<file path="src/rtl/id_stage.sv">
// ---------------------------------------------------------------------------
// id_stage
//
// Instruction decode stage of a 5-stage RV32I pipeline.
//
// The stage takes the IF/ID pipeline register and decodes the instruction into
// ALU, memory and writeback controls plus a sign-extended immediate. It fetches
// operands from the register file's combinational read ports. A writeback to the
// same register in the same cycle is bypassed into the operands. A load-use
// hazard against the instruction now in EX raises a stall request. The decoded
// bundle is registered into the ID/EX pipeline register.
//
// Ports
//   clk, reset            rising-edge clock, asynchronous active-low reset
//   stall, flush          downstream hold / redirect bubble for ID/EX
//   if_id_*               PC, raw instruction and valid flag from IF/ID
//   rs1_addr, rs2_addr    register file read addresses (combinational)
//   rs1_data, rs2_data    register file read data (combinational)
//   wb_*                  writeback port, used for same-cycle bypass
//   hazard_stall          load-use stall request to IF (combinational)
//   id_ex_*               registered decoded bundle for the execute stage
// ---------------------------------------------------------------------------
module id_stage #(
    parameter int XLEN = 32
) (
    input  logic            clk,
    input  logic            reset,
    input  logic            stall,
    input  logic            flush,
    input  logic [XLEN-1:0] if_id_pc,
    input  logic [31:0]     if_id_instruction,
    input  logic            if_id_valid,
    output logic [4:0]      rs1_addr,
    output logic [4:0]      rs2_addr,
    input  logic [XLEN-1:0] rs1_data,
    input  logic [XLEN-1:0] rs2_data,
    input  logic [4:0]      wb_rd_addr,
    input  logic [XLEN-1:0] wb_rd_data,
    input  logic            wb_reg_write,
    output logic            hazard_stall,
    output logic            id_ex_valid,
    output logic            id_ex_illegal,
    output logic [XLEN-1:0] id_ex_pc,
    output logic [XLEN-1:0] id_ex_rs1_data,
    output logic [XLEN-1:0] id_ex_rs2_data,
    output logic [XLEN-1:0] id_ex_imm,
    output logic [4:0]      id_ex_rs1_addr,
    output logic [4:0]      id_ex_rs2_addr,
    output logic [4:0]      id_ex_rd_addr,
    output logic [3:0]      id_ex_alu_op,
    output logic [2:0]      id_ex_funct3,
    output logic            id_ex_alu_src,
    output logic            id_ex_pc_src_a,
    output logic            id_ex_mem_read,
    output logic            id_ex_mem_write,
    output logic            id_ex_reg_write,
    output logic            id_ex_mem_to_reg,
    output logic            id_ex_branch,
    output logic            id_ex_jump
);

    // Major opcodes
    localparam logic [6:0] OPC_LUI    = 7'b0110111;
    localparam logic [6:0] OPC_AUIPC  = 7'b0010111;
    localparam logic [6:0] OPC_JAL    = 7'b1101111;
    localparam logic [6:0] OPC_JALR   = 7'b1100111;
    localparam logic [6:0] OPC_BRANCH = 7'b1100011;
    localparam logic [6:0] OPC_LOAD   = 7'b0000011;
    localparam logic [6:0] OPC_STORE  = 7'b0100011;
    localparam logic [6:0] OPC_OP_IMM = 7'b0010011;
    localparam logic [6:0] OPC_OP     = 7'b0110011;
    localparam logic [6:0] OPC_FENCE  = 7'b0001111;

    // ALU operation encoding seen by EX
    localparam logic [3:0] ALU_ADD   = 4'd0;
    localparam logic [3:0] ALU_SUB   = 4'd1;
    localparam logic [3:0] ALU_SLL   = 4'd2;
    localparam logic [3:0] ALU_SLT   = 4'd3;
    localparam logic [3:0] ALU_SLTU  = 4'd4;
    localparam logic [3:0] ALU_XOR   = 4'd5;
    localparam logic [3:0] ALU_SRL   = 4'd6;
    localparam logic [3:0] ALU_SRA   = 4'd7;
    localparam logic [3:0] ALU_OR    = 4'd8;
    localparam logic [3:0] ALU_AND   = 4'd9;
    localparam logic [3:0] ALU_PASSB = 4'd10;

    localparam logic [6:0] F7_ZERO = 7'b0000000;
    localparam logic [6:0] F7_ALT  = 7'b0100000;

    logic [6:0] opcode;
    logic [2:0] funct3;
    logic [6:0] funct7;
    logic [4:0] rd_addr;

    assign opcode   = if_id_instruction[6:0];
    assign rd_addr  = if_id_instruction[11:7];
    assign funct3   = if_id_instruction[14:12];
    assign funct7   = if_id_instruction[31:25];
    assign rs1_addr = if_id_instruction[19:15];
    assign rs2_addr = if_id_instruction[24:20];

    // Immediate candidates for every format, all sign-extended from instr[31]
    logic [XLEN-1:0] imm_i;
    logic [XLEN-1:0] imm_s;
    logic [XLEN-1:0] imm_b;
    logic [XLEN-1:0] imm_u;
    logic [XLEN-1:0] imm_j;

    assign imm_i = {{(XLEN-12){if_id_instruction[31]}}, if_id_instruction[31:20]};
    assign imm_s = {{(XLEN-12){if_id_instruction[31]}}, if_id_instruction[31:25],
                    if_id_instruction[11:7]};
    assign imm_b = {{(XLEN-13){if_id_instruction[31]}}, if_id_instruction[31],
                    if_id_instruction[7], if_id_instruction[30:25],
                    if_id_instruction[11:8], 1'b0};
    assign imm_u = {{(XLEN-32){if_id_instruction[31]}}, if_id_instruction[31:12], 12'b0};
    assign imm_j = {{(XLEN-21){if_id_instruction[31]}}, if_id_instruction[31],
                    if_id_instruction[19:12], if_id_instruction[20],
                    if_id_instruction[30:21], 1'b0};

    // Decoded controls before the illegal-instruction squash
    logic [3:0]      dec_alu_op;
    logic            dec_alu_src;
    logic            dec_pc_src_a;
    logic            dec_mem_read;
    logic            dec_mem_write;
    logic            dec_reg_write;
    logic            dec_mem_to_reg;
    logic            dec_branch;
    logic            dec_jump;
    logic            dec_illegal;
    logic [XLEN-1:0] dec_imm;
    logic [3:0]      arith_op;

    // Shared funct3 -> ALU op map for OP and OP-IMM. instr[30] picks SRA over
    // SRL; SUB vs ADD is only meaningful on OP and is resolved in the decoder.
    always_comb begin
        arith_op = ALU_ADD;
        case (funct3)
            3'b000:  arith_op = ALU_ADD;
            3'b001:  arith_op = ALU_SLL;
            3'b010:  arith_op = ALU_SLT;
            3'b011:  arith_op = ALU_SLTU;
            3'b100:  arith_op = ALU_XOR;
            3'b101:  arith_op = if_id_instruction[30] ? ALU_SRA : ALU_SRL;
            3'b110:  arith_op = ALU_OR;
            default: arith_op = ALU_AND;
        endcase
    end

    // Main decoder. Every illegal encoding ends with dec_illegal set; the
    // write/memory controls are then forced low below so a bad instruction
    // can never change architectural state.
    always_comb begin
        dec_alu_op     = ALU_ADD;
        dec_alu_src    = 1'b0;
        dec_pc_src_a   = 1'b0;
        dec_mem_read   = 1'b0;
        dec_mem_write  = 1'b0;
        dec_reg_write  = 1'b0;
        dec_mem_to_reg = 1'b0;
        dec_branch     = 1'b0;
        dec_jump       = 1'b0;
        dec_illegal    = 1'b0;
        dec_imm        = '0;
        case (opcode)
            OPC_LUI: begin
                dec_alu_op    = ALU_PASSB;
                dec_alu_src   = 1'b1;
                dec_reg_write = 1'b1;
                dec_imm       = imm_u;
            end
            OPC_AUIPC: begin
                dec_alu_src   = 1'b1;
                dec_pc_src_a  = 1'b1;
                dec_reg_write = 1'b1;
                dec_imm       = imm_u;
            end
            OPC_JAL: begin
                dec_alu_src   = 1'b1;
                dec_pc_src_a  = 1'b1;
                dec_reg_write = 1'b1;
                dec_jump      = 1'b1;
                dec_imm       = imm_j;
            end
            OPC_JALR: begin
                dec_alu_src   = 1'b1;
                dec_pc_src_a  = 1'b1;
                dec_reg_write = 1'b1;
                dec_jump      = 1'b1;
                dec_imm       = imm_i;
            end
            OPC_BRANCH: begin
                dec_alu_op  = ALU_SUB;
                dec_branch  = 1'b1;
                dec_imm     = imm_b;
                dec_illegal = (funct3 == 3'b010) || (funct3 == 3'b011);
            end
            OPC_LOAD: begin
                dec_alu_src    = 1'b1;
                dec_mem_read   = 1'b1;
                dec_reg_write  = 1'b1;
                dec_mem_to_reg = 1'b1;
                dec_imm        = imm_i;
                dec_illegal    = (funct3 == 3'b011) || (funct3 == 3'b110) ||
                                 (funct3 == 3'b111);
            end
            OPC_STORE: begin
                dec_alu_src   = 1'b1;
                dec_mem_write = 1'b1;
                dec_imm       = imm_s;
                dec_illegal   = (funct3 == 3'b011) || funct3[2];
            end
            OPC_OP_IMM: begin
                dec_alu_op    = arith_op;
                dec_alu_src   = 1'b1;
                dec_reg_write = 1'b1;
                dec_imm       = imm_i;
                // Shift-immediates reuse the upper immediate bits as funct7
                if (funct3 == 3'b001) begin
                    dec_illegal = (funct7 != F7_ZERO);
                end else if (funct3 == 3'b101) begin
                    dec_illegal = (funct7 != F7_ZERO) && (funct7 != F7_ALT);
                end
            end
            OPC_OP: begin
                dec_reg_write = 1'b1;
                if (funct7 == F7_ZERO) begin
                    dec_alu_op = arith_op;
                end else if (funct7 == F7_ALT && funct3 == 3'b000) begin
                    dec_alu_op = ALU_SUB;
                end else if (funct7 == F7_ALT && funct3 == 3'b101) begin
                    dec_alu_op = ALU_SRA;
                end else begin
                    dec_illegal = 1'b1;
                end
            end
            OPC_FENCE: begin
                // Single in-order hart with no caches: FENCE is a plain NOP
                dec_imm = imm_i;
            end
            default: begin
                dec_illegal = 1'b1;
            end
        endcase
        if (dec_illegal) begin
            dec_mem_read   = 1'b0;
            dec_mem_write  = 1'b0;
            dec_reg_write  = 1'b0;
            dec_mem_to_reg = 1'b0;
            dec_branch     = 1'b0;
            dec_jump       = 1'b0;
        end
    end

    // Operand selection: x0 is hard zero, then a same-cycle writeback to the
    // register being read overrides the (stale) register file value.
    logic [XLEN-1:0] op1_value;
    logic [XLEN-1:0] op2_value;

    always_comb begin
        op1_value = rs1_data;
        op2_value = rs2_data;
        if (rs1_addr == 5'd0) begin
            op1_value = '0;
        end else if (wb_reg_write && wb_rd_addr == rs1_addr) begin
            op1_value = wb_rd_data;
        end
        if (rs2_addr == 5'd0) begin
            op2_value = '0;
        end else if (wb_reg_write && wb_rd_addr == rs2_addr) begin
            op2_value = wb_rd_data;
        end
    end

    // Load-use hazard: the load in EX cannot forward in time for the
    // instruction in ID. A flush discards ID anyway, so it masks the request.
    // The reset term keeps the request low even while the registers clear.
    assign hazard_stall = reset && id_ex_valid && id_ex_mem_read &&
                          (id_ex_rd_addr != 5'd0) &&
                          ((id_ex_rd_addr == rs1_addr) || (id_ex_rd_addr == rs2_addr)) &&
                          if_id_valid && !flush;

    // A bubble is inserted on flush (highest priority after reset), or when
    // not stalled and either a load-use hazard is pending or IF/ID is empty.
    logic insert_bubble;
    logic load_bundle;

    assign insert_bubble = flush || (!stall && (hazard_stall || !if_id_valid));
    assign load_bundle   = !flush && !stall && !hazard_stall && if_id_valid;

    // ID/EX pipeline register. Bubbles clear data fields too so downstream
    // never sees stale operands attached to a non-valid slot.
    always_ff @(posedge clk or negedge reset) begin
        if (!reset) begin
            id_ex_valid      <= 1'b0;
            id_ex_illegal    <= 1'b0;
            id_ex_pc         <= '0;
            id_ex_rs1_data   <= '0;
            id_ex_rs2_data   <= '0;
            id_ex_imm        <= '0;
            id_ex_rs1_addr   <= '0;
            id_ex_rs2_addr   <= '0;
            id_ex_rd_addr    <= '0;
            id_ex_alu_op     <= '0;
            id_ex_funct3     <= '0;
            id_ex_alu_src    <= 1'b0;
            id_ex_pc_src_a   <= 1'b0;
            id_ex_mem_read   <= 1'b0;
            id_ex_mem_write  <= 1'b0;
            id_ex_reg_write  <= 1'b0;
            id_ex_mem_to_reg <= 1'b0;
            id_ex_branch     <= 1'b0;
            id_ex_jump       <= 1'b0;
        end else if (insert_bubble) begin
            id_ex_valid      <= 1'b0;
            id_ex_illegal    <= 1'b0;
            id_ex_pc         <= '0;
            id_ex_rs1_data   <= '0;
            id_ex_rs2_data   <= '0;
            id_ex_imm        <= '0;
            id_ex_rs1_addr   <= '0;
            id_ex_rs2_addr   <= '0;
            id_ex_rd_addr    <= '0;
            id_ex_alu_op     <= '0;
            id_ex_funct3     <= '0;
            id_ex_alu_src    <= 1'b0;
            id_ex_pc_src_a   <= 1'b0;
            id_ex_mem_read   <= 1'b0;
            id_ex_mem_write  <= 1'b0;
            id_ex_reg_write  <= 1'b0;
            id_ex_mem_to_reg <= 1'b0;
            id_ex_branch     <= 1'b0;
            id_ex_jump       <= 1'b0;
        end else if (load_bundle) begin
            id_ex_valid      <= 1'b1;
            id_ex_illegal    <= dec_illegal;
            id_ex_pc         <= if_id_pc;
            id_ex_rs1_data   <= op1_value;
            id_ex_rs2_data   <= op2_value;
            id_ex_imm        <= dec_imm;
            id_ex_rs1_addr   <= rs1_addr;
            id_ex_rs2_addr   <= rs2_addr;
            id_ex_rd_addr    <= rd_addr;
            id_ex_alu_op     <= dec_alu_op;
            id_ex_funct3     <= funct3;
            id_ex_alu_src    <= dec_alu_src;
            id_ex_pc_src_a   <= dec_pc_src_a;
            id_ex_mem_read   <= dec_mem_read;
            id_ex_mem_write  <= dec_mem_write;
            id_ex_reg_write  <= dec_reg_write;
            id_ex_mem_to_reg <= dec_mem_to_reg;
            id_ex_branch     <= dec_branch;
            id_ex_jump       <= dec_jump;
        end
    end

endmodule

</file>
<file path="config.mk">
export PLATFORM = sky130hd
export DESIGN_NAME = id_stage
export DESIGN_NICKNAME = d
export VERILOG_FILES = /design/src/rtl/id_stage.sv
export SDC_FILE = /design/constraint.sdc
export NUM_CORES = 1
export LEC_CHECK = 0
export CORE_MARGIN = 2
export CORE_UTILIZATION = 43
export DETAILED_ROUTE_END_ITERATION = 6
export GPL_ROUTABILITY_DRIVEN = 0
export GPL_TIMING_DRIVEN = 1
export PLACE_DENSITY = 0.93
export RECOVER_POWER = 50
export REMOVE_ABC_BUFFERS = 1
export SLEW_MARGIN = 10
export SYNTH_ARGS = -nofsm -noshare
export SYNTH_HDL_FRONTEND = slang
export SYNTH_SLANG_ARGS = --single-unit
export TNS_END_PERCENT = 10
</file>
<file path="constraint.sdc">
create_clock -name clk -period 2.1 [get_ports clk]
set_input_delay 0.21 -clock clk [delete_from_list [all_inputs] [get_ports clk]]
set_output_delay 0.21 -clock clk [all_outputs]
set_load 0.01 [all_outputs]
</file>
Word level (Yosys, flattened, before mapping)
Cells that the tools add are included.
Word-level totals
  flip-flop bits (word level): 159
  input bits: 171
  output and inout port bits: 171
  logic and storage cells: 146
Operators by class
  equal/unequal tests: 23
  muxes and demuxes: 65
  reduce and logical (&&, ||, !) cells: 40
Operators by type and width (number)
  $mux 32: 12
  $pmux 32 s5: 1
  $mux 1: 36
  $mux 5: 6
  $eq 7x6->1 const B: 4
  $pmux 4 s7: 1
  $eq 7x7->1 const B: 3
  $eq 5x5->1: 4
  $pmux 4 s4: 1
  $logic_and 1x1->1: 15
  $eq 7x5->1 const B: 2
  $reduce_or 7->1: 2
  $eq 3x3->1 const B: 4
  $mux 3: 4
  $mux 4: 3
  $logic_not 5->1: 2
  $eq 7x2->1 const B: 1
  $eq 7x4->1 const B: 1
  $logic_not 7->1: 1
  $logic_or 1x1->1: 7
  $ne 7x6->1 const B: 1
  $reduce_bool 7->1: 1
  $eq 3x2->1 const B: 2
  $pmux 1 s6: 1
  other kinds (9): 13

Logic depth before layout (Yosys ltp)
Gate-level depths: netlist of the first run.
  depth in word-level cells: 11
  gate-level depth with buffers: 8
  mapped depth without buffers: 5

Least setup slack after synthesis of the first run
OpenSTA, ideal clock, no wires.
  path kind: register to register
  start point: register id_ex_rd_addr[1]
  end point: register id_ex_imm[0]
  library setup time: 92 ps
  arrival time: 1828 ps
  data required time: 2008 ps
  slack: 180 ps
  cell stages (with the launch flop): 7
  buffers on the path: 2
  clock period less this slack: 1920 ps
  cells stage by stage: dfrtp_1 -> or4_1 -> o211ai_2 -> o21ai_2 -> buf_6 -> buf_6 -> o31ai_2
Between the ends
  cells in the longest elaborated chain, start to end: 9
  elaborated cells on any way between the ends: 16
  those cells by class: eq/ne (2); mux (1); reduce/logical (13)
RTL lines
  start: declaration: line 49  | output logic [4:0] id_ex_rd_addr,
  start signal: assignment: line 343  | id_ex_rd_addr <= rd_addr;
  $eq 5x5->1 / $reduce_bool 5->1 (equally long branches): line 280, 279
  $logic_or 1x1->1 / $logic_and 1x1->1 (equally long branches): line 280, 278
  $logic_and 1x1->1 *: line 279  | (id_ex_rd_addr != 5'd0) &&
  $logic_and 1x1->1 *: line 280  | ((id_ex_rd_addr == rs1_addr) || (id_ex_rd_addr == rs2_addr)) &&
  $logic_and 1x1->1 *: line 281  | if_id_valid && !flush;
  $logic_or 1x1->1 / $logic_not 1->1 (equally long branches): line 288, 289
  $logic_and 1x1->1, on equally long branches: line 288, 289
  $logic_or 1x1->1 / $logic_and 1x1->1 (equally long branches): line 288, 289
  $mux 32 / $reduce_bool 2->1 (equally long branches)
  end signal: assignment: line 340  | id_ex_imm <= dec_imm;
  end: declaration: line 46  | output logic [XLEN-1:0] id_ex_imm,
Mark *: on every way between the ends. The rest lies on a longest branch, timed or not.
A chain may end at the register's enable or synchronous reset.

Worst setup path after layout of the first run
  start point: register id_ex_rd_addr[2]
  end point: register id_ex_rs2_data[15]
Between the ends
  cells in the longest elaborated chain, start to end: 9
  elaborated cells on any way between the ends: 16
  those cells by class: eq/ne (2); mux (1); reduce/logical (13)
RTL lines
  $eq 5x5->1 / $reduce_bool 5->1 (equally long branches): line 280, 279
  $logic_or 1x1->1 / $logic_and 1x1->1 (equally long branches): line 280, 278
  $logic_and 1x1->1 *: line 279
  $logic_and 1x1->1 *: line 280
  $logic_and 1x1->1 *: line 281
  $logic_or 1x1->1 / $logic_not 1->1 (equally long branches): line 288, 289
  $logic_and 1x1->1, on equally long branches: line 288, 289
  $logic_or 1x1->1 / $logic_and 1x1->1 (equally long branches): line 288, 289
  $mux 32 / $reduce_bool 2->1 (equally long branches)
  end signal: assignment: line 339  | id_ex_rs2_data <= op2_value;
  end: declaration: line 45  | output logic [XLEN-1:0] id_ex_rs2_data,
Marks and branches as above.

==> flow_summary_export.csv, run 1 <==
group,metric,value,unit
run_status,run_status,"finished with violations",
run_status,failed_checks,"setup timing",
global_routing,overall_global_routing_usage,28.86,%
worst_hold_path,timing.hold.worst.class,"in -> async",
final_layout,area_delta_synth_final,62.69,%
setup_path,register_to_register_path_setup_slack,-0.04,ns
power,pwr-share-comb,16.8,%
global_routing,via_count_of_the_first_global_routing_pass,7949,
setup_path,r2r_end,"id_ex_rs2_data[15]",
logic_synthesis,synth-edff-count,0,
drt,drc_errors,0,
logic_synthesis,post_synth_instance_area,7800,µm²
global_routing,grt_first_pass_wirelength,44140,µm
placement,dp.final_hpwl,20170,µm
floorplan,die-width,138.7,µm
logic_synthesis,synth-adder-area-share,0,%
cts,clk_pin_slew,0.07,ns
timing,max_frequency,0.4672,GHz
logic_synthesis,synth_flop_type,"dfrtp_1",
drt,antenna_violating_nets_post_route,0,
floorplan,initial_core_util,43.57,%
logic_synthesis,post_synthesis_mux_area_share,8.341,%
floorplan,coreArea,17900,µm²
placement,preCtsSetupSlack,-0.3025,ns
drt,post_drt_wl_per_cell,21.57,µm
logic_synthesis,fraction_of_registers_with_async_set_or_reset_after_synthesis,100.0,%
setup_path,cp_data_arrival_time,2.45,ns
power,p_int,5.442,mW
cts,tritoncts_clock_tree,"yes",
cts,cts_made_buffers,17,
timing,slew_violations,0,
cts,clock_insertion_delay_worst_skew,0.43,ns
global_routing,maximum_number_of_pins_on_one_net_before_global_route_repair,158,
timing,worst-slew-pin-transition,0.8601,ns
final_layout,area_taken_by_multi_input_logic_gates,3662,µm²
setup_path,critical_path.startpoint_type,"register",
floorplan,die_h,138.7,µm
logic_synthesis,synth_top_area_cell,"dfrtp_1",
setup_path,timing.reg2reg.worst_path_depth,6,
logic_synthesis,synth.top_cell.area_share,51.01,%
timing,hold_viol_final,0,
logic_synthesis,synth_xor_xnor_area_share,2.470,%
final_layout,layout_cell_share_with_drive_strength_beyond_1,16.06,%
global_routing,globalRouteOverflowTotal,0,
timing,timing.slew.headroom,42.66,%
placement,io_buffer_count,341,
run,max_cap_violations,0,
drt,dr_total_vias,7708,
timing,clock-skew-final,0.009387,ns
placement,post_dp_cell_area,11840,µm²
setup_path,path_class,"reg -> reg",
final_layout,postLayoutCoreUtil,70.88,%
logic_synthesis,synth_seq_area_share,51.01,%
cts,cts.htree.levels,4,
power,power_density,592.7,nW/µm²
global_routing,grt_antenna_before_repair,2,
logic_synthesis,syn-instance-count,727,
final_layout,layout.cells.most_common,"clkdlybuf4s50_1",
logic_synthesis,synth.distinct_cells,53,
drt,drtIter0Drc,600,
final_layout,area.sequential,3981,µm²
power,power.share.switching,27.65,%
drt,finalWirelength,28750,µm
power,static-leakage-power,5.356,nW
timing,finalCritPeriodShare,101.9,%
timing,grt_setup_unrepaired,"yes",
logic_synthesis,compound_cell_area_share_of_the_yosys_netlist,22.81,%
drt,routed_via_density,5.782,
logic_synthesis,yosysWarningCount,0,
power,clock_share_of_power,40.6,%
final_layout,highest_count_cells_in_the_layout_ignoring_fill_and_taps,"293 x clkdlybuf4s50_1, 157 x dfrtp_1, 111 x nand2_1",
floorplan,top_level_ports,342,
final_layout,net_count_reported_at_finish,1260,
logic_synthesis,synth_top_family_by_area,"compound AO/OA/AOI/OAI gates",
power,switching_power,2.080,mW
setup_path,critPathRequiredTime,2.41,ns
final_layout,final_cell_area,12690,µm²
floorplan,floorplan.rows,49,
final_layout,fillerInstances,1198,
logic_synthesis,synth.ff_latch_count,159,
cts,cts_sinks,159,
logic_synthesis,synthSimpleGateAreaFrac,10.41,%
floorplan,die_ar,19230,µm²
power,p_seq_share,42.6,%
setup_path,timing.critical_path.fanout_max,24,
timing,setup-violations-final,11,
cts,clockRootBuffer,"clkbuf_16",
timing,whs,0.2846,ns
setup_path,critical_path_end_type,"register",
setup_path,reg_to_reg_startpoint,"id_ex_rd_addr[2]",
drt,number_of_search_and_repair_iterations_in_the_first_detailed_routing_pass,5,
logic_synthesis,synth_area_per_cell,10.73,µm²
logic_synthesis,synth_top_cells_by_area,"dfrtp_1 51%, mux2i_1 8.3%, o31ai_1 6.1%",
cts,clk_path_buf_depth,2,
power,vdd_ir_max,0.0005727,V
timing,final.min_clock_period,2.140,ns
timing,worst_case_setup_margin_in_the_final_layout,-0.04048,ns
## critical path, cell delays in order, from the launching register on
cell and delay [ns]:
dfrtp_2 0.46, or4_4 0.55, o211ai_4 0.22, buf_6 0.15, o21ai_4 0.11, buf_12 0.21
o31ai_1 0.31
## how the worst max path moves through the flow
stage                           from                  to  slack [ns]  cells after the start
6_report            id_ex_rd_addr[2]  id_ex_rs2_data[15]       -0.04                      6
5_1_grt             id_ex_rd_addr[2]   id_ex_rs1_data[4]       -0.07                      6
3_3_place_gp   if_id_instruction[15]        hazard_stall       -0.25                      6
4_1_cts             id_ex_rd_addr[2]        hazard_stall      -0.003                      4
2_1_floorplan                  flush     id_ex_funct3[1]       -3.83                      2
3_5_place_dp   if_id_instruction[22]        hazard_stall       -0.30                      6
## layer usage
metal,wire [µm],up-vias,track usage [%]
met3,2266,76,7.873
met1,10890,3851,34.45
met2,14590,376,49.58
li1,-,3405,-
met5,0,-,0
met4,995,0,11.80
## cells by family after synthesis
group                  count (synthesis)
AO/OA/AOI/OAI                        225
XOR/XNOR                              22
buffers and inverters                 77
flip-flops                           159
multiplexers                          65
AND/OR/NAND/NOR                      179
## stage by stage
stage | std cells | power [mW] | setup TNS [ns]
6_report | 1333 | 7.522 | -0.1390
5_1_grt | 1333 | 7.783 | -2.018
4_1_cts | 1328 | 7.547 | -0.002512
3_5_place_dp | 1292 | 4.482 | -20.78
3_3_place_gp | 1292 | 4.447 | -11.57
2_1_floorplan | 654 | 3.611 | -579.91
## area by class of cell
type	count	area share, %
inverters	4	0.1183
clock inverters	14	1.094
flip-flops and latches	159	31.37
multi-input cells	491	28.86
clock buffers	18	3.461
repair buffers	416	32.79
well taps	229	2.258
diodes	2	0.03944
## cell usage after synthesis, drive strengths merged, types with 7 or more instances
cell and n:
nor2 20, nor2b 7, clkbuf 40, a22oi 15, dfrtp 159, o21ai 30, xor2 19, a32o 7
nand2 111, buf 33, mux2i 65, nand3 8, a22o 51, o31ai 83, a21oi 19
## what timing repair did
action | CTS | global route
hold buffers | 1 | 0
pin swaps | 3 | 3
cloned | 0 | 1
gates resized for setup | 13 | 33
endpoints found under the hold margin | 2 | 0
setup buffers | 3 | 2
setup endpoints to repair | 26 | 70
## power by group through the flow
stage / clock network, mW / registers, mW / logic [mW]
floorplan: 0 / 3.30 / 0.311
global placement: 0 / 3.26 / 1.19
detailed placement: 0 / 3.26 / 1.22
CTS: 3.10 / 3.21 / 1.24
global route: 3.23 / 3.21 / 1.34
finish: 3.05 / 3.21 / 1.26
(Power assumes the default switching activity.)
==> inputs of run 2 (changes only) <==
==> constraint.sdc (replaced) <==
create_clock -name clk -period 2.3 [get_ports clk]
set_input_delay 0.23 -clock clk [delete_from_list [all_inputs] [get_ports clk]]
set_output_delay 0.23 -clock clk [all_outputs]
set_load 0.01 [all_outputs]
==> run 2 against run 1 <==
Net effect:
- the flow finishes with violations (capacitance limit, slew limit)
- routed wire length is 4.4% lower
- setup slack improved by 0.19 ns
- via count fell by 2.8%
- core utilization shrank 2.3 points
- fmax shrank 0.37%
- sequential power down 8.7%
- final area decreased by 3.3%
- cell count is 2.3% lower
- non-clock buffer count fell by 28
- worst hold slack worse by 0.040 ns
- highest routed layer unchanged
==> flow_summary_export.csv, run 2 (same netlist as run 1, synthesis figures left out) <==
group,metric,value,unit
run_status,run_status,"finished with violations",
run_status,failed_checks,"capacitance limit, slew limit",
floorplan,coreArea,17900,µm²
power,finalPower,6.946,mW
setup_path,register_to_register_path_setup_slack,0.15,ns
final_layout,area_taken_by_multi_input_logic_gates,3481,µm²
setup_path,cp_data_arrival_time,2.46,ns
cts,tritoncts_clock_tree,"yes",
cts,clk_path_buf_depth,2,
final_layout,highest_count_cells_in_the_layout_ignoring_fill_and_taps,"254 x clkdlybuf4s50_1, 158 x dfrtp_1, 111 x nand2_1",
cts,cts_made_buffers,17,
timing,clock-skew-final,0.01530,ns
placement,dp.final_hpwl,19940,µm
timing,whs,0.2443,ns
timing,max_frequency,0.4654,GHz
floorplan,floorplan.rows,49,
cts,clockRootBuffer,"clkbuf_16",
cts,cts_sinks,159,
timing,slew_violations,160,
worst_hold_path,timing.hold.worst.class,"in -> reg",
drt,number_of_search_and_repair_iterations_in_the_first_detailed_routing_pass,5,
floorplan,initial_core_util,43.57,%
timing,final.min_clock_period,2.148,ns
power,vdd_ir_max,0.0005082,V
setup_path,critPathRequiredTime,2.61,ns
timing,hold_viol_final,0,
placement,preCtsSetupSlack,-0.1684,ns
timing,worst-slew-pin-transition,2.015,ns
floorplan,die-width,138.7,µm
placement,io_buffer_count,341,
global_routing,via_count_of_the_first_global_routing_pass,7596,
setup_path,critical_path.startpoint_type,"register",
placement,dpl.cell_count,1271,
final_layout,fillerInstances,1306,
global_routing,overall_global_routing_usage,27.72,%
final_layout,net_count_reported_at_finish,1232,
drt,drtIter0Drc,464,
power,static-leakage-power,5.243,nW
timing,timing.slew.headroom,-34.36,%
final_layout,post_layout_nonfiller_instances,1303,
global_routing,globalRouteOverflowTotal,0,
final_layout,layout.cells.most_common,"clkdlybuf4s50_1",
drt,drc_errors,0,
setup_path,timing.critical_path.fanout_max,41,
power,power_density,565.9,nW/µm²
worst_hold_path,timing.hold.worst.start,"reset",
final_layout,area_delta_synth_final,57.35,%
final_layout,area.sequential,3980,µm²
floorplan,die_h,138.7,µm
timing,grt_setup_unrepaired,"no",
floorplan,top_level_ports,342,
timing,worst_case_setup_margin_in_the_final_layout,0.1515,ns
timing,setup-violations-final,0,
drt,antenna_violating_nets_post_route,0,
drt,post_drt_wl_per_cell,21.08,µm
cts,cts.htree.levels,4,
cts,clock_insertion_delay_worst_skew,0.42,ns
setup_path,critical_path_end_type,"register",
setup_path,reg_to_reg_startpoint,"id_ex_rd_addr[1]",
final_layout,postLayoutCoreUtil,68.56,%
cts,clk_pin_slew,0.07,ns
global_routing,maximum_number_of_pins_on_one_net_before_global_route_repair,160,
global_routing,grt_antenna_before_repair,0,
setup_path,path_class,"reg -> reg",
drt,dr_total_vias,7489,
drt,routed_via_density,5.748,
final_layout,layout_cell_share_with_drive_strength_beyond_1,10.99,%
cts,cts-hold-fix-buffers,0,
timing,finalCritPeriodShare,93.41,%
drt,finalWirelength,27470,µm
global_routing,grt_first_pass_wirelength,42330,µm
setup_path,setup_crit_start,"id_ex_rd_addr[1]",
floorplan,die_ar,19230,µm²
final_layout,antenna_cells_inserted,0,
run,max_cap_violations,1,
run 2: through the flow:
stage / area (µm²) / setup TNS, ns
6_report: 12270 / 0
5_1_grt: 12270 / 0
4_1_cts: 12290 / 0
3_5_place_dp: 11670 / -0.7484
3_3_place_gp: 11670 / -0.1087
2_1_floorplan: 7428 / -551.45
run 2: worst max-delay path, cell delays in order, from the launching register on:
cell and delay, ns:
dfrtp_1 0.46, or4_1 0.57, o211ai_2 0.19, buf_4 0.16, o21ai_4 0.11, buf_12 0.22, o31ai_1 0.31
run 2: layer usage:
| layer | vias to the layer above | track usage (%) | wire, µm |
|---|---|---|---|
| met1 | 3672 | 33.21 | 10360 |
| met3 | 73 | 8.391 | 2345 |
| met5 | - | 0 | 0 |
| met4 | 0 | 10.42 | 972 |
| met2 | 409 | 47.34 | 13800 |
| li1 | 3335 | - | - |
run 2: path summary, 6_finish.rpt:
| check | end | depth (start not counted) |
|---|---|---|
| setup / recovery | id_ex_rs2_data[5] | 6 |
| hold / removal | id_ex_alu_op[0] | 4 |
| setup reg to reg | id_ex_rs2_data[5] | 6 |
| hold reg to reg | id_ex_rs2_data[8] | 2 |
| max in group asynchronous | id_ex_rd_addr[2] | 2 |
| min in group asynchronous | id_ex_rs2_data[1] | 2 |
run 2: report_power, final:
| group | total (mW) | internal, mW | switching [mW] |
|---|---|---|---|
| sequential | 2.93 | 2.88 | 0.0494 |
| clock | 2.94 | 1.67 | 1.27 |
| combinational | 1.08 | 0.574 | 0.507 |
run 2: layout make-up:
cell class | count | area share (%)
sequential | 159 | 32.43
timing repair buffer | 388 | 31.78
multi-input combinational | 491 | 28.36
clock buffer | 18 | 3.578
tap | 229 | 2.335
clock inverter | 14 | 1.397
inverter | 4 | 0.1223
run 2: what timing repair did:
action | CTS | global route
setup buffers | 0 | 0
gates resized for setup | 5 | 2
endpoints found under the setup margin | 1 | 1
hold endpoints to repair | 0 | 0
==> inputs of run 3 (changes only) <==
--- a/config.mk
+++ b/config.mk
@@ -10,9 +10,8 @@
 export DETAILED_ROUTE_END_ITERATION = 6
 export GPL_ROUTABILITY_DRIVEN = 0
 export GPL_TIMING_DRIVEN = 1
-export PLACE_DENSITY = 0.93
+export PLACE_DENSITY_LB_ADDON = 0.12
 export RECOVER_POWER = 50
-export REMOVE_ABC_BUFFERS = 1
 export SLEW_MARGIN = 10
 export SYNTH_ARGS = -nofsm -noshare
 export SYNTH_HDL_FRONTEND = slang
==> run 3 against run 2 <==
Net effect:
- the run now ends clean
- worst hold slack worse by 0.18 ns
- global-route usage is 0.19 points higher
- clock-buffer cell count is the same
- register-to-register slack lost 0.03 ns
- final area barely moved
- total power shrank 1.4%
- combinational power is essentially flat
- first-iteration DRC count rose by 39%
- clock skew up 0.0031 ns
- largest cell class unchanged
==> flow_summary_export.csv, run 3 (same netlist as run 1, synthesis figures left out) <==
group,metric,value,unit
run_status,run_status,"finished, final reports clean",
timing,tns,0,ns
setup_path,longest_individual_stage_delay_on_the_worst_path,0.55,ns
cts,clk_pin_slew,0.07,ns
floorplan,top_level_ports,342,
run,max_cap_violations,0,
final_layout,net_count_reported_at_finish,1232,
final_layout,area.sequential,3980,µm²
setup_path,cp_data_arrival_time,2.49,ns
final_layout,layout.cells.most_common,"clkdlybuf4s50_1",
drt,antenna_violating_nets_post_route,0,
timing,whs,0.06607,ns
cts,clockRootBuffer,"clkbuf_16",
cts,cts-hold-fix-buffers,0,
drt,finalWirelength,27080,µm
drt,routed_via_density,5.437,
setup_path,path_class,"reg -> reg",
timing,grt_setup_unrepaired,"no",
drt,number_of_search_and_repair_iterations_in_the_first_detailed_routing_pass,6,
power,finalPower,6.846,mW
floorplan,die_ar,19230,µm²
power,power_density,558.1,nW/µm²
drt,dr_total_vias,7090,
final_layout,highest_count_cells_in_the_layout_ignoring_fill_and_taps,"254 x clkdlybuf4s50_1, 158 x dfrtp_1, 111 x nand2_1",
final_layout,layout_cell_share_with_drive_strength_beyond_1,10.80,%
timing,setup-violations-final,0,
timing,max_frequency,0.4585,GHz
global_routing,globalRouteOverflowTotal,0,
timing,slew_violations,0,
cts,cts_sinks,159,
setup_path,timing.critical_path.fanout_max,35,
power,vdd_ir_max,0.0004958,V
final_layout,area_taken_by_multi_input_logic_gates,3473,µm²
floorplan,floorplan.rows,49,
final_layout,fillerInstances,1441,
setup_path,critical_path.startpoint_type,"register",
drt,drc_errors,0,
cts,cts_made_buffers,17,
placement,io_buffer_count,341,
global_routing,overall_global_routing_usage,27.91,%
cts,cts.htree.levels,4,
timing,final.min_clock_period,2.181,ns
timing,clock-skew-final,0.01845,ns
timing,timing.slew.headroom,39.94,%
cts,clock_insertion_delay_worst_skew,0.43,ns
floorplan,die-width,138.7,µm
setup_path,register_to_register_path_setup_slack,0.12,ns
global_routing,grt_antenna_before_repair,2,
power,static-leakage-power,5.246,nW
worst_hold_path,timing.hold.worst.class,"in -> async",
setup_path,critical-path-slowest-cell,"or4_1",
setup_path,timing.reg2reg.worst_path_depth,6,
setup_path,reg_to_reg_startpoint,"id_ex_rd_addr[2]",
setup_path,critPathRequiredTime,2.61,ns
drt,drtIter0Drc,643,
final_layout,area_delta_synth_final,57.25,%
timing,finalCritPeriodShare,94.83,%
floorplan,coreArea,17900,µm²
timing,worst-slew-pin-transition,0.9010,ns
global_routing,via_count_of_the_first_global_routing_pass,7014,
logic_synthesis,synth.net_count,898,
setup_path,r2r_end,"id_ex_rs1_data[20]",
cts,clk_path_buf_depth,2,
cts,tritoncts_clock_tree,"yes",
global_routing,maximum_number_of_pins_on_one_net_before_global_route_repair,160,
floorplan,initial_core_util,43.57,%
setup_path,critical_path_end_type,"register",
timing,hold_viol_final,0,
placement,dp.final_hpwl,19400,µm
setup_path,timing.critical_path.cells,"or4_1 -> o211ai_2 -> buf_4 -> o21ai_4 -> buf_4 -> o31ai_1",
final_layout,postLayoutCoreUtil,68.51,%
global_routing,grt_first_pass_wirelength,42080,µm
floorplan,die_h,138.7,µm
drt,post_drt_wl_per_cell,20.77,µm
setup_path,crit_top_cell,"buf_4",
run 3: critical path, delay by kind of cell, from the launching register on:
kind	cells	cell delay, ns
flops	1	0.45
compound gates	3	0.61
buf+inv	2	0.44
simple gates	1	0.55
run 3: layer usage:
metal | part of all wire [%] | track usage, % | up-vias
met5 | 0.059 | 0 | -
met4 | 1.6 | 8.240 | 2
met3 | 7.9 | 7.977 | 25
met2 | 50 | 46.30 | 283
met1 | 41 | 35.86 | 3433
li1 | - | - | 3347
run 3: area by class of cell:
class | count | area share, %
Timing Repair Buffer | 388 | 31.94
Multi-Input combinational cell | 491 | 28.32
Clock inverter | 14 | 1.234
Tap cell | 229 | 2.336
Clock buffer | 18 | 3.581
Inverter | 4 | 0.1224
Sequential cell | 159 | 32.45
Antenna cell | 1 | 0.02040
run 3: repair_timing:
action                     4_1_cts  5_1_grt
gates resized for setup          2        3
buffers inserted                 1        0
setup endpoints to repair        1        1
pin swaps                        1        0
run 3: how the worst max path moves through the flow:
| stage | start | end | slack [ns] | cells past startpoint |
|---|---|---|---|---|
| 3_5_place_dp | if_id_instruction[17] | id_ex_rs1_data[20] | -0.04 | 8 |
| 2_1_floorplan | id_ex_rd_addr[1] | id_ex_imm[0] | 0.38 | 6 |
| 3_3_place_gp | if_id_instruction[20] | hazard_stall | -0.03 | 7 |
| 6_report | id_ex_rd_addr[2] | id_ex_rs1_data[20] | 0.12 | 6 |
| 5_1_grt | id_ex_rd_addr[2] | id_ex_rs2_data[17] | 0.02 | 6 |
| 4_1_cts | id_ex_rd_addr[4] | hazard_stall | 0.007 | 6 |
run 3: power by group:
part           total (mW)  internal, mW  switching [mW]
Combinational        1.07         0.576           0.498
Sequential           2.92          2.88          0.0463
Clock                2.85          1.57            1.28
Total                6.85          5.02            1.83
run 3: metrics by stage:
stage / instance area (µm²) / setup slack, ns / cells
2_1_floorplan: 7800 / 0.3797 / 727
3_3_place_gp: 11670 / -0.02874 / 1270
3_5_place_dp: 11670 / -0.04256 / 1270
4_1_cts: 12270 / 0.006633 / 1303
5_1_grt: 12270 / 0.02079 / 1304
6_report: 12270 / 0.1189 / 1304
